==> src/rtl/clk_ratio_meter.sv <==
// Measures period and high time of a same-domain divided clock in clk_in cycles.
// Outputs update one cycle after each rise; locks after LOCK_CNT identical periods.
module clk_ratio_meter #(
  parameter int CNT_W    = 8,
  parameter int LOCK_CNT = 4
) (
  input  logic             clk_in,
  input  logic             rst,
  input  logic             enable,
  input  logic             sig_in,
  output logic [CNT_W-1:0] period,
  output logic [CNT_W-1:0] high_time,
  output logic             period_valid,
  output logic             locked,
  output logic             overflow
);

  typedef enum logic [1:0] {IDLE, WAIT_EDGE, MEASURE} state_t;

  localparam logic [CNT_W-1:0] CNT_MAX = '1;
  localparam logic [3:0]       LOCK_M  = 4'(LOCK_CNT);

  state_t           state, state_nxt;
  logic             sig_q;
  logic [CNT_W-1:0] cnt, cnt_nxt, hcnt, hcnt_nxt;
  logic [CNT_W-1:0] period_nxt, high_nxt;
  logic [3:0]       match, match_nxt;
  logic             first_meas, first_nxt;
  logic             valid_nxt, locked_nxt, ovf_nxt;
  logic             rise;

  assign rise = sig_in & ~sig_q;

  always_ff @(posedge clk_in or negedge rst) begin
    if (!rst) begin
      state        <= IDLE;
      sig_q        <= 1'b0;
      cnt          <= '0;
      hcnt         <= '0;
      match        <= '0;
      first_meas   <= 1'b0;
      period       <= '0;
      high_time    <= '0;
      period_valid <= 1'b0;
      locked       <= 1'b0;
      overflow     <= 1'b0;
    end else begin
      state        <= state_nxt;
      sig_q        <= sig_in;
      cnt          <= cnt_nxt;
      hcnt         <= hcnt_nxt;
      match        <= match_nxt;
      first_meas   <= first_nxt;
      period       <= period_nxt;
      high_time    <= high_nxt;
      period_valid <= valid_nxt;
      locked       <= locked_nxt;
      overflow     <= ovf_nxt;
    end
  end

  always_comb begin
    state_nxt  = state;
    cnt_nxt    = cnt;
    hcnt_nxt   = hcnt;
    match_nxt  = match;
    first_nxt  = first_meas;
    period_nxt = period;
    high_nxt   = high_time;
    valid_nxt  = 1'b0;
    locked_nxt = locked;
    ovf_nxt    = overflow;
    if (!enable) begin
      // Disable outranks rise and overflow; measured values are kept.
      state_nxt  = IDLE;
      cnt_nxt    = '0;
      hcnt_nxt   = '0;
      match_nxt  = '0;
      locked_nxt = 1'b0;
      ovf_nxt    = 1'b0;
    end else begin
      case (state)
        IDLE: state_nxt = WAIT_EDGE;
        WAIT_EDGE: begin
          if (rise) begin
            state_nxt = MEASURE;
            cnt_nxt   = {{(CNT_W-1){1'b0}}, 1'b1};
            hcnt_nxt  = {{(CNT_W-1){1'b0}}, 1'b1};
            first_nxt = 1'b1;
          end
        end
        MEASURE: begin
          if (rise) begin
            period_nxt = cnt;
            high_nxt   = hcnt;
            valid_nxt  = 1'b1;
            cnt_nxt    = {{(CNT_W-1){1'b0}}, 1'b1};
            hcnt_nxt   = {{(CNT_W-1){1'b0}}, 1'b1};
            first_nxt  = 1'b0;
            // The stored period is only a valid reference after the first measurement.
            if (first_meas || (cnt != period)) begin
              match_nxt = 4'd1;
            end else if (match < LOCK_M) begin
              match_nxt = match + 4'd1;
            end
            locked_nxt = (match_nxt == LOCK_M);
          end else if (cnt == CNT_MAX) begin
            state_nxt  = WAIT_EDGE;
            cnt_nxt    = '0;
            hcnt_nxt   = '0;
            match_nxt  = '0;
            locked_nxt = 1'b0;
            ovf_nxt    = 1'b1;
          end else begin
            cnt_nxt  = cnt + 1'b1;
            hcnt_nxt = hcnt + {{(CNT_W-1){1'b0}}, sig_in};
          end
        end
        default: state_nxt = IDLE;
      endcase
    end
  end

endmodule

==> config.mk <==
export PLATFORM = sky130hd
export DESIGN_NAME = clk_ratio_meter
export DESIGN_NICKNAME = d
export VERILOG_FILES = /design/src/rtl/clk_ratio_meter.sv
export SDC_FILE = /design/constraint.sdc
export NUM_CORES = 1
export LEC_CHECK = 0
export CORE_UTILIZATION = 60
export DETAILED_ROUTE_END_ITERATION = 16
export PLACE_DENSITY_LB_ADDON = 0.08
export SLEW_MARGIN = 20
export SYNTH_ARGS = -nofsm -noshare
export SYNTH_HDL_FRONTEND = slang
export SYNTH_SLANG_ARGS = --single-unit
==> constraint.sdc <==
create_clock -name clk_in -period 5.66 [get_ports clk_in]
set_input_delay 1.415 -clock clk_in [delete_from_list [all_inputs] [get_ports clk_in]]
set_output_delay 1.415 -clock clk_in [all_outputs]
set_load 0.01 [all_outputs]
==> results of run 1 <==
[sequential cells by signal (all words and copies together) (netlist names), 2 cells and up]
register and count:
hcnt 8, cnt 8, state 2, period 8
match 4, high_time 8
[per-stage QoR]
| stage | worst slack [ns] | hold WS [ns] | utilization, % |
|---|---|---|---|
| 6_report | 2.23 | 0.520 | 72.5 |
| 4_1_cts | 2.24 | 0.515 | 72.5 |
| 3_3_place_gp | 1.97 | 0.478 | 70.9 |
| 5_1_grt | 2.12 | 0.531 | 72.5 |
| 2_1_floorplan | 3.16 | 0.495 | - |
| 3_5_place_dp | 1.84 | 0.486 | 70.9 |
[area by class of cell]
cell class	instances	area, sq um
multi-input cells	140	1050
clock inverters	2	12.5
clock buffers	6	41.3
repair buffers	22	215
fillers	254	941
inverters	5	18.8
flip-flops and latches	43	1080
well taps	46	57.6
[layout by cell type, fill, tap and decap left out, drive strengths merged, types with 5 or more instances in the layout]
master         Yosys  routed
nor3               5       5
a21oi             12      12
clkbuf             1       6
nand3             12      12
nor2               9       9
a22o               5       5
inv                5       5
xor2               8       8
nand2             10      10
o21ai              9       9
dfrtp             43      43
clkdlybuf4s50      0      21
mux2              16      16
[worst min path at each step]
| stage | startpoint | endpoint | slack, ns | cells past startpoint |
|---|---|---|---|---|
| global route | locked | locked | 0.53 | 1 |
| detailed placement | locked | locked | 0.49 | 1 |
| CTS | locked | locked | 0.52 | 1 |
| floorplan | hcnt[7] | high_time[7] | 0.49 | 1 |
| finish | locked | locked | 0.52 | 1 |
| global placement | locked | locked | 0.48 | 1 |
[kinds of logic after synthesis]
logic type / Yosys count / synth area share (%)
mux: 17 / 8.68
compound gates: 51 / 16.8
buf+inv: 14 / 2.85
flops: 43 / 49.1
simple gates: 57 / 15.9
xor+xnor: 11 / 4.40
fa+ha+maj: 4 / 2.28
[critical path: stages]
cell and delay (ns):
clkdlybuf4s50_1 0.61, nor2b_1 0.55, nand3_2 0.47, inv_1 0.27, mux2_2 0.37
[power by group through the flow]
stage | combinational [W] | sequential, W | clock (W)
detailed placement | 0.0000394 | 0.000323 | 0
global route | 0.0000441 | 0.000318 | 0.000165
finish | 0.0000395 | 0.000317 | 0.000148
CTS | 0.0000396 | 0.000317 | 0.000151
floorplan | 0.0000250 | 0.000321 | 0
global placement | 0.0000385 | 0.000323 | 0
[metal layers]
layer  share of wire [%]  vias to the layer above
li1                    -                      768
met1                  43                      801
met2                  51                       50
met3                 4.9                        8
met4                 1.1                        0
met5                   0                        -
==> impl_metrics.ini, run 1 <==
[logic_synthesis]
synth_fp_nets = 205
ys_types = 48
synth_warnings = 0
ys_seq_area_share_pct = 49.1
ys_ff_latch = 43
syn_area_sq_um = 2190
synth_top_area_share_pct = 49.1
synthMostInstantiatedCell = dfrtp_1
synthTopCellsByCount = dfrtp_1 (43), mux2_2 (16), a21oi_1 (11), nand3_1 (11), nand2_1 (10)
synth_top_area_cell = dfrtp_1
ys.flop_type = dfrtp_1
syn_inst = 197
synth-edff-count = 0
synth.area.top_cells = dfrtp_1 (49%), mux2_2 (8.2%), xor2_1 (3.2%)
synthArstFlopShare_pct = 100
synth.avg_cell_area_sq_um = 11.1

[sta]
fin_tns_setup_ns = 0
fin_crit_sh_pct = 60.5
fmax_ghz = 0.292
skew_ns = 0.0199
slew_violations = 0
slew_headroom_pct = 38.1
rsz0062_at_grt = false
finalHoldViolations = 0
setup_viol = 0
worst_pin_slew_ns = 0.928
period_minus_slack_ns = 3.43

[power]
p_sw_w = 0.000131
netSwitchingFraction_pct = 25.9
power_frac_clock_pct = 29.3
p_int_w = 0.000374
seqPwrFrac_pct = 62.9
max-vdd-ir-drop_uv = 212
power_w = 0.000505
p_per_area_nw_per_um2 = 204
combPwrFrac_pct = 7.8
cellLeakagePower_nw = 1.11

[job]
maxCapViolations = 0

[clocking]
cts_buffers = 5
cts_tree = yes
clkTransAtPathRegs_ns = 0.13
cts.hold.buffers_added = 0
postCtsSetupRepairBufs = 0
worstSkewPairLatency_ns = 0.36
clock_tree.root_cell = clkbuf_4
post_cts_resize_count = 0
cts_buffer_depth = 2
htree_levels = 2
clock_sinks = 43

[floorplanning]
num_io_pins = 23
die_h_um = 62.4
die-area_sq_um = 3900
fp-row-count = 21
die_w_um = 62.4
initial_core_util_pct = 64.2
coreArea_sq_um = 3420

[global_route]
antenna_found_initial = 0
grt-ovfl-total = 0
grt_usage_pct = 25.4
met3_usage_pct = 5.47
grt_util_met1_pct = 33.1
busiest_layer = met2
gr-usage-met2_pct = 42.3
grt_max_degree = 44
grt_pass1_wl_um = 7640
grt_pass1_vias = 1631

[detailed_routing]
wl_um = 4520
drt-initial-drc-count = 171
ant_nets = 0
drtPass1Iterations = 4
drc_errors = 0
wl_per_cell_um = 17.1
routed-via-count = 1627
avgViaCountPerCell = 6.16

[min_path]
hp-class = flop to flop

[critical_path]
critical_path.max_fanout = 16
reg2regPathDepth = 4
rr_endpoint = period[0]
endpoint = period[0]
critPathLaunchType = primary input
r2r_start = state[1]
critPathKind = primary input to flop
timing.reg2reg.setup_slack_ns = 3.48
required_ns = 5.92
startpoint = sig_in
setup.worst_path.end_class = flop
crit_arrival_ns = 3.69

[outcome]
outcome = completed

[layout]
fin_nets = 225
drive_above_1_share_pct = 15.6
stdcell_count = 264
postLayoutCellArea_sq_um = 2470
diodes = 0
area_growth_pct = 12.9

[place]
dp.cells = 256
globalplace.congestion = 0.845
place_hpwl_um = 3230
placed_cell_area_sq_um = 2420
io_buffers = 22
(Power assumes the default switching activity.)
==> run 2: changes to the inputs <==
--- a/config.mk
+++ b/config.mk
@@ -5,7 +5,7 @@
 export SDC_FILE = /design/constraint.sdc
 export NUM_CORES = 1
 export LEC_CHECK = 0
-export CORE_UTILIZATION = 60
+export CORE_UTILIZATION = 50
 export DETAILED_ROUTE_END_ITERATION = 16
 export PLACE_DENSITY_LB_ADDON = 0.08
 export SLEW_MARGIN = 20
==> constraint.sdc (replaced) <==
create_clock -name clk_in -period 2.8 [get_ports clk_in]
set_input_delay 0.7 -clock clk_in [delete_from_list [all_inputs] [get_ports clk_in]]
set_output_delay 0.7 -clock clk_in [all_outputs]
set_load 0.01 [all_outputs]
==> run 2 against run 1 <==
Compared with the run above:
- non-clock buffer count increased by 4
- clock skew is 0.016 ns lower
- sequential power is 100% higher
- final cell count is 2.7% higher
- combinational power up 120%
- first-iteration DRC count is 4.7% lower
==> impl_metrics.ini, run 2 (synthesized netlist as in run 1, its figures left out) <==
[floorplanning]
die_w_um = 68.2
coreArea_sq_um = 4120
num_io_pins = 23
die_h_um = 68.2
die-area_sq_um = 4650
initial_core_util_pct = 53.3
fp-row-count = 23

[clocking]
clkTransAtPathRegs_ns = 0.08
cts_buffer_depth = 2
clock_tree.root_cell = clkbuf_8
cts.hold.buffers_added = 0
htree_levels = 2
postCtsSetupRepairBufs = 0
worstSkewPairLatency_ns = 0.30
clock_sinks = 43
cts_buffers = 5
post_cts_resize_count = 0
cts_tree = yes

[critical_path]
path_buf_inv = 1
critical_path.max_fanout = 6
required_ns = 3.03
cpPeakStageDelay_ns = 0.61
crit_arrival_ns = 2.50
critPathLaunchType = primary input
setup.worst_path.end_class = flop
cp_top_family = simple AND/OR/NAND/NOR gates
critPathKind = primary input to flop
timing.critical_path.cells = clkdlybuf4s50_1 > ha_1 > nand3_1 > nor2_1 > or4b_1 > a21oi_1
slowest_stage = clkdlybuf4s50_1

[power]
cellLeakagePower_nw = 1.15
p_per_area_nw_per_um2 = 440
p_sw_w = 0.000270
p_int_w = 0.000856
power_frac_clock_pct = 35.5
combPwrFrac_pct = 7.7
max-vdd-ir-drop_uv = 315
seqPwrFrac_pct = 56.9
netSwitchingFraction_pct = 24.0

[sta]
worst_pin_slew_ns = 0.565
period_minus_slack_ns = 2.28
finalHoldViolations = 0
fin_tns_setup_ns = 0
slew_headroom_pct = 62.0
fmax_ghz = 0.439
slew_violations = 0
skew_ns = 0.00422
setup_viol = 0
rsz0062_at_grt = false
fin_crit_sh_pct = 81.3

[layout]
nFillCells = 344
final_util_pct = 62.1
area_growth_pct = 16.6
fin_nets = 229
drive_above_1_share_pct = 17.2
layout.cells.most_common_list = dfrtp_1 (43), clkdlybuf4s50_1 (21), mux2_2 (16)
final_common_cell = dfrtp_1
diodes = 0

[detailed_routing]
routed-via-count = 1590
drc_errors = 0
wl_per_cell_um = 16.5
drtPass1Iterations = 4
ant_nets = 0
avgViaCountPerCell = 5.87
drt-initial-drc-count = 163
wl_um = 4460

[place]
globalplace.congestion = 0.790
place_hpwl_um = 3060
io_buffers = 22

[global_route]
grt_usage_pct = 22.0
grt-ovfl-total = 0
antenna_found_initial = 0
grt_pass1_vias = 1447
grt_max_degree = 44
grt_pass1_wl_um = 7250

[outcome]
outcome = completed

[min_path]
hp-class = primary input to async pin

[job]
maxCapViolations = 0
-- run 2: changes by cell type in the layout (fill, tap and decap cells not counted), sizes merged --
cell      previous run  this run
clkinvlp             1         0
buf                  1         5
-- run 2: per-stage QoR --
| stage | hold slack, ns | std cells | cell area, sq um | setup WS [ns] | power, W |
|---|---|---|---|---|---|
| floorplan | 0.404 | 197 | 2190 | 1.02 | 0.000699 |
| global placement | 0.478 | 263 | 2450 | 0.273 | 0.000733 |
| detailed placement | 0.480 | 263 | 2450 | 0.199 | 0.000735 |
| CTS | 0.497 | 270 | 2540 | 0.533 | 0.00114 |
| global route | 0.354 | 271 | 2560 | 0.443 | 0.00117 |
| finish | 0.330 | 271 | 2560 | 0.522 | 0.00113 |
-- run 2: worst paths after layout --
check                             from      endpoint  slack [ns]  cells past startpoint
min in group clk_in             locked        locked        0.49                      1
worst min-delay path               rst      match[3]        0.33                      1
worst max register to register  cnt[0]       hcnt[5]        0.77                      5
max in group asynchronous          rst  high_time[1]        1.98                      2
worst max-delay path            sig_in       hcnt[7]        0.52                      6
worst min register to register  locked        locked        0.49                      1
-- run 2: metal layers --
metal / vias to the layer above / GRT usage [%] / wire, um
met2: 20 / 31.6 / 2000
met3: 4 / 6.00 / 128
met5: - / 0 / 0
li1: 785 / - / -
met1: 781 / 31.4 / 2280
met4: 0 / 8.07 / 60
-- run 2: cell type report --
cell class	instances	area, sq um	share of cell area, %
Clock buffer	6	82.6	3.23
Inverter	5	18.8	0.734
Tap cell	50	62.6	2.45
Multi-Input combinational cell	140	1050	41.2
Timing Repair Buffer	26	258	10.1
Sequential cell	43	1080	42.1
Clock inverter	1	5.00	0.196
-- run 2: power groups by stage --
stage | clock network [W] | registers (W) | logic [W]
2_1_floorplan | 0 | 0.000648 | 0.0000504
3_3_place_gp | 0 | 0.000652 | 0.0000808
3_5_place_dp | 0 | 0.000652 | 0.0000825
4_1_cts | 0.000412 | 0.000640 | 0.0000833
5_1_grt | 0.000434 | 0.000642 | 0.0000959
6_report | 0.000400 | 0.000640 | 0.0000862
==> run 3: changes to the inputs <==
--- a/config.mk
+++ b/config.mk
@@ -5,7 +5,7 @@
 export SDC_FILE = /design/constraint.sdc
 export NUM_CORES = 1
 export LEC_CHECK = 0
-export CORE_UTILIZATION = 50
+export CORE_UTILIZATION = 56
 export DETAILED_ROUTE_END_ITERATION = 16
 export PLACE_DENSITY_LB_ADDON = 0.08
 export SLEW_MARGIN = 20
==> constraint.sdc (replaced) <==
create_clock -name clk_in -period 2.2 [get_ports clk_in]
set_input_delay 0.55 -clock clk_in [delete_from_list [all_inputs] [get_ports clk_in]]
set_output_delay 0.55 -clock clk_in [all_outputs]
set_load 0.01 [all_outputs]
==> run 3 against run 2 <==
Compared with the run above:
- power is 36% higher
- count of clock-buffer cells in the layout is the same
- setup slack got worse by 0.37 ns
- worst hold slack lost 0.11 ns
- global-route usage grew 4.7 points
- wire length rose by 9.9%
- combinational power is 51% higher
- design area up 5.5%
- sequential cell count did not move
- via count is 7.9% higher
- die area down 10%
- critical path type unchanged
- critical endpoint unchanged
- largest power group unchanged
- highest routed layer unchanged
==> impl_metrics.ini, run 3 (synthesized netlist as in run 1, its figures left out) <==
[outcome]
outcome = completed

[clocking]
clkTransAtPathRegs_ns = 0.08
cts_tree = yes
postCtsSetupRepairBufs = 0
htree_levels = 2
cts_buffer_depth = 2
cts_buffers = 5
clock_sinks = 43
clock_tree.root_cell = clkbuf_8
post_cts_resize_count = 0
worstSkewPairLatency_ns = 0.30
cts.hold.buffers_added = 0

[floorplanning]
die_h_um = 64.6
coreArea_sq_um = 3720
fp-row-count = 22
num_io_pins = 23
die-area_sq_um = 4170
die_w_um = 64.6
initial_core_util_pct = 59.0

[power]
seqPwrFrac_pct = 53.0
p_int_w = 0.00119
power_w = 0.00153
max-vdd-ir-drop_uv = 420
netSwitchingFraction_pct = 22.3
combPwrFrac_pct = 8.5
cellLeakagePower_nw = 1.24
power_frac_clock_pct = 38.5
p_sw_w = 0.000342
p_per_area_nw_per_um2 = 568

[global_route]
grt_pass1_wl_um = 8380
grt_pass1_vias = 1839
grt_usage_pct = 26.7
grt-ovfl-total = 0
antenna_found_initial = 0
grt_max_degree = 23

[critical_path]
setup.worst_path.end_class = flop
critPathLaunchType = primary input
timing.reg2reg.setup_slack_ns = 0.28
r2r_start = cnt[1]
rr_endpoint = hcnt[2]
required_ns = 2.42
crit_arrival_ns = 2.26
critical_path.max_fanout = 5
critPathKind = primary input to flop
reg2regPathDepth = 6

[layout]
drive_above_1_share_pct = 22.7
postLayoutCellArea_sq_um = 2700
diodes = 0
layout.cells.most_common_list = dfrtp_1 (43), clkdlybuf4s50_1 (21), buf_4 (20)
fin_nets = 246
area_growth_pct = 23.0
final_util_pct = 72.6
final_common_cell = dfrtp_1

[detailed_routing]
wl_um = 4910
avgViaCountPerCell = 6.00
drt-initial-drc-count = 125
drtPass1Iterations = 4
wl_per_cell_um = 17.2
routed-via-count = 1716
drc_errors = 0
ant_nets = 0

[job]
maxCapViolations = 0

[sta]
finalHoldViolations = 0
slew_headroom_pct = 64.8
hold_ws_ns = 0.224
slew_violations = 0
skew_ns = 0.0109
fmax_ghz = 0.489
fin_crit_sh_pct = 92.9
period_minus_slack_ns = 2.04
worst_pin_slew_ns = 0.528
rsz0062_at_grt = false
fin_tns_setup_ns = 0
setup_viol = 0

[place]
globalplace.congestion = 0.875
placed_cell_area_sq_um = 2590
io_buffers = 22
place_hpwl_um = 3710

[min_path]
hp-class = primary input to async pin
-- run 3: area by class of cell --
class                           instances  area [sq um]
Clock inverter                          1          30.0
Sequential cell                        43          1080
Timing Repair Buffer                   43           385
Clock buffer                            6          72.6
Fill cell                             284          1020
Multi-Input combinational cell        140          1050
Tap cell                               48          60.1
Inverter                                5          18.8
-- run 3: worst max path at each step --
| stage | slack [ns] | start | to | cells past startpoint |
|---|---|---|---|---|
| 2_1_floorplan | 0.43 | cnt[0] | hcnt[3] | 5 |
| 3_3_place_gp | -0.07 | sig_in | hcnt[7] | 6 |
| 3_5_place_dp | -0.15 | sig_in | hcnt[7] | 6 |
| 4_1_cts | 0.16 | sig_in | hcnt[7] | 6 |
| 5_1_grt | 0.06 | sig_in | hcnt[7] | 6 |
| 6_report | 0.16 | sig_in | hcnt[7] | 6 |
-- run 3: per-layer routing --
metal	part of all wire (%)	vias up	track usage, %
li1	-	812	-
met1	41	842	31.3
met2	52	55	48.3
met3	5.1	7	5.99
met4	1.1	0	7.78
met5	0	-	0
-- run 3: per-stage QoR --
stage               setup WS (ns)  std cells
floorplan                   0.431        197
global placement          -0.0681        279
detailed placement         -0.153        279
CTS                         0.156        286
global route               0.0641        286
finish                      0.157        286
-- run 3: power groups by stage --
stage                     registers, W  clock network (W)   logic, W
final                         0.000812           0.000590   0.000130
after global routing          0.000813           0.000623   0.000145
after CTS                     0.000812           0.000597   0.000132
after detailed placement      0.000828                  0   0.000131
after global placement        0.000827                  0   0.000127
after floorplan               0.000825                  0  0.0000642
-- run 3: worst max-delay path, cell delays in order --
cell             delay [ns]
clkdlybuf4s50_1        0.60
ha_1                   0.23
nand3_1                0.11
nor2_1                 0.16
or4b_1                 0.46
a21oi_1                0.15
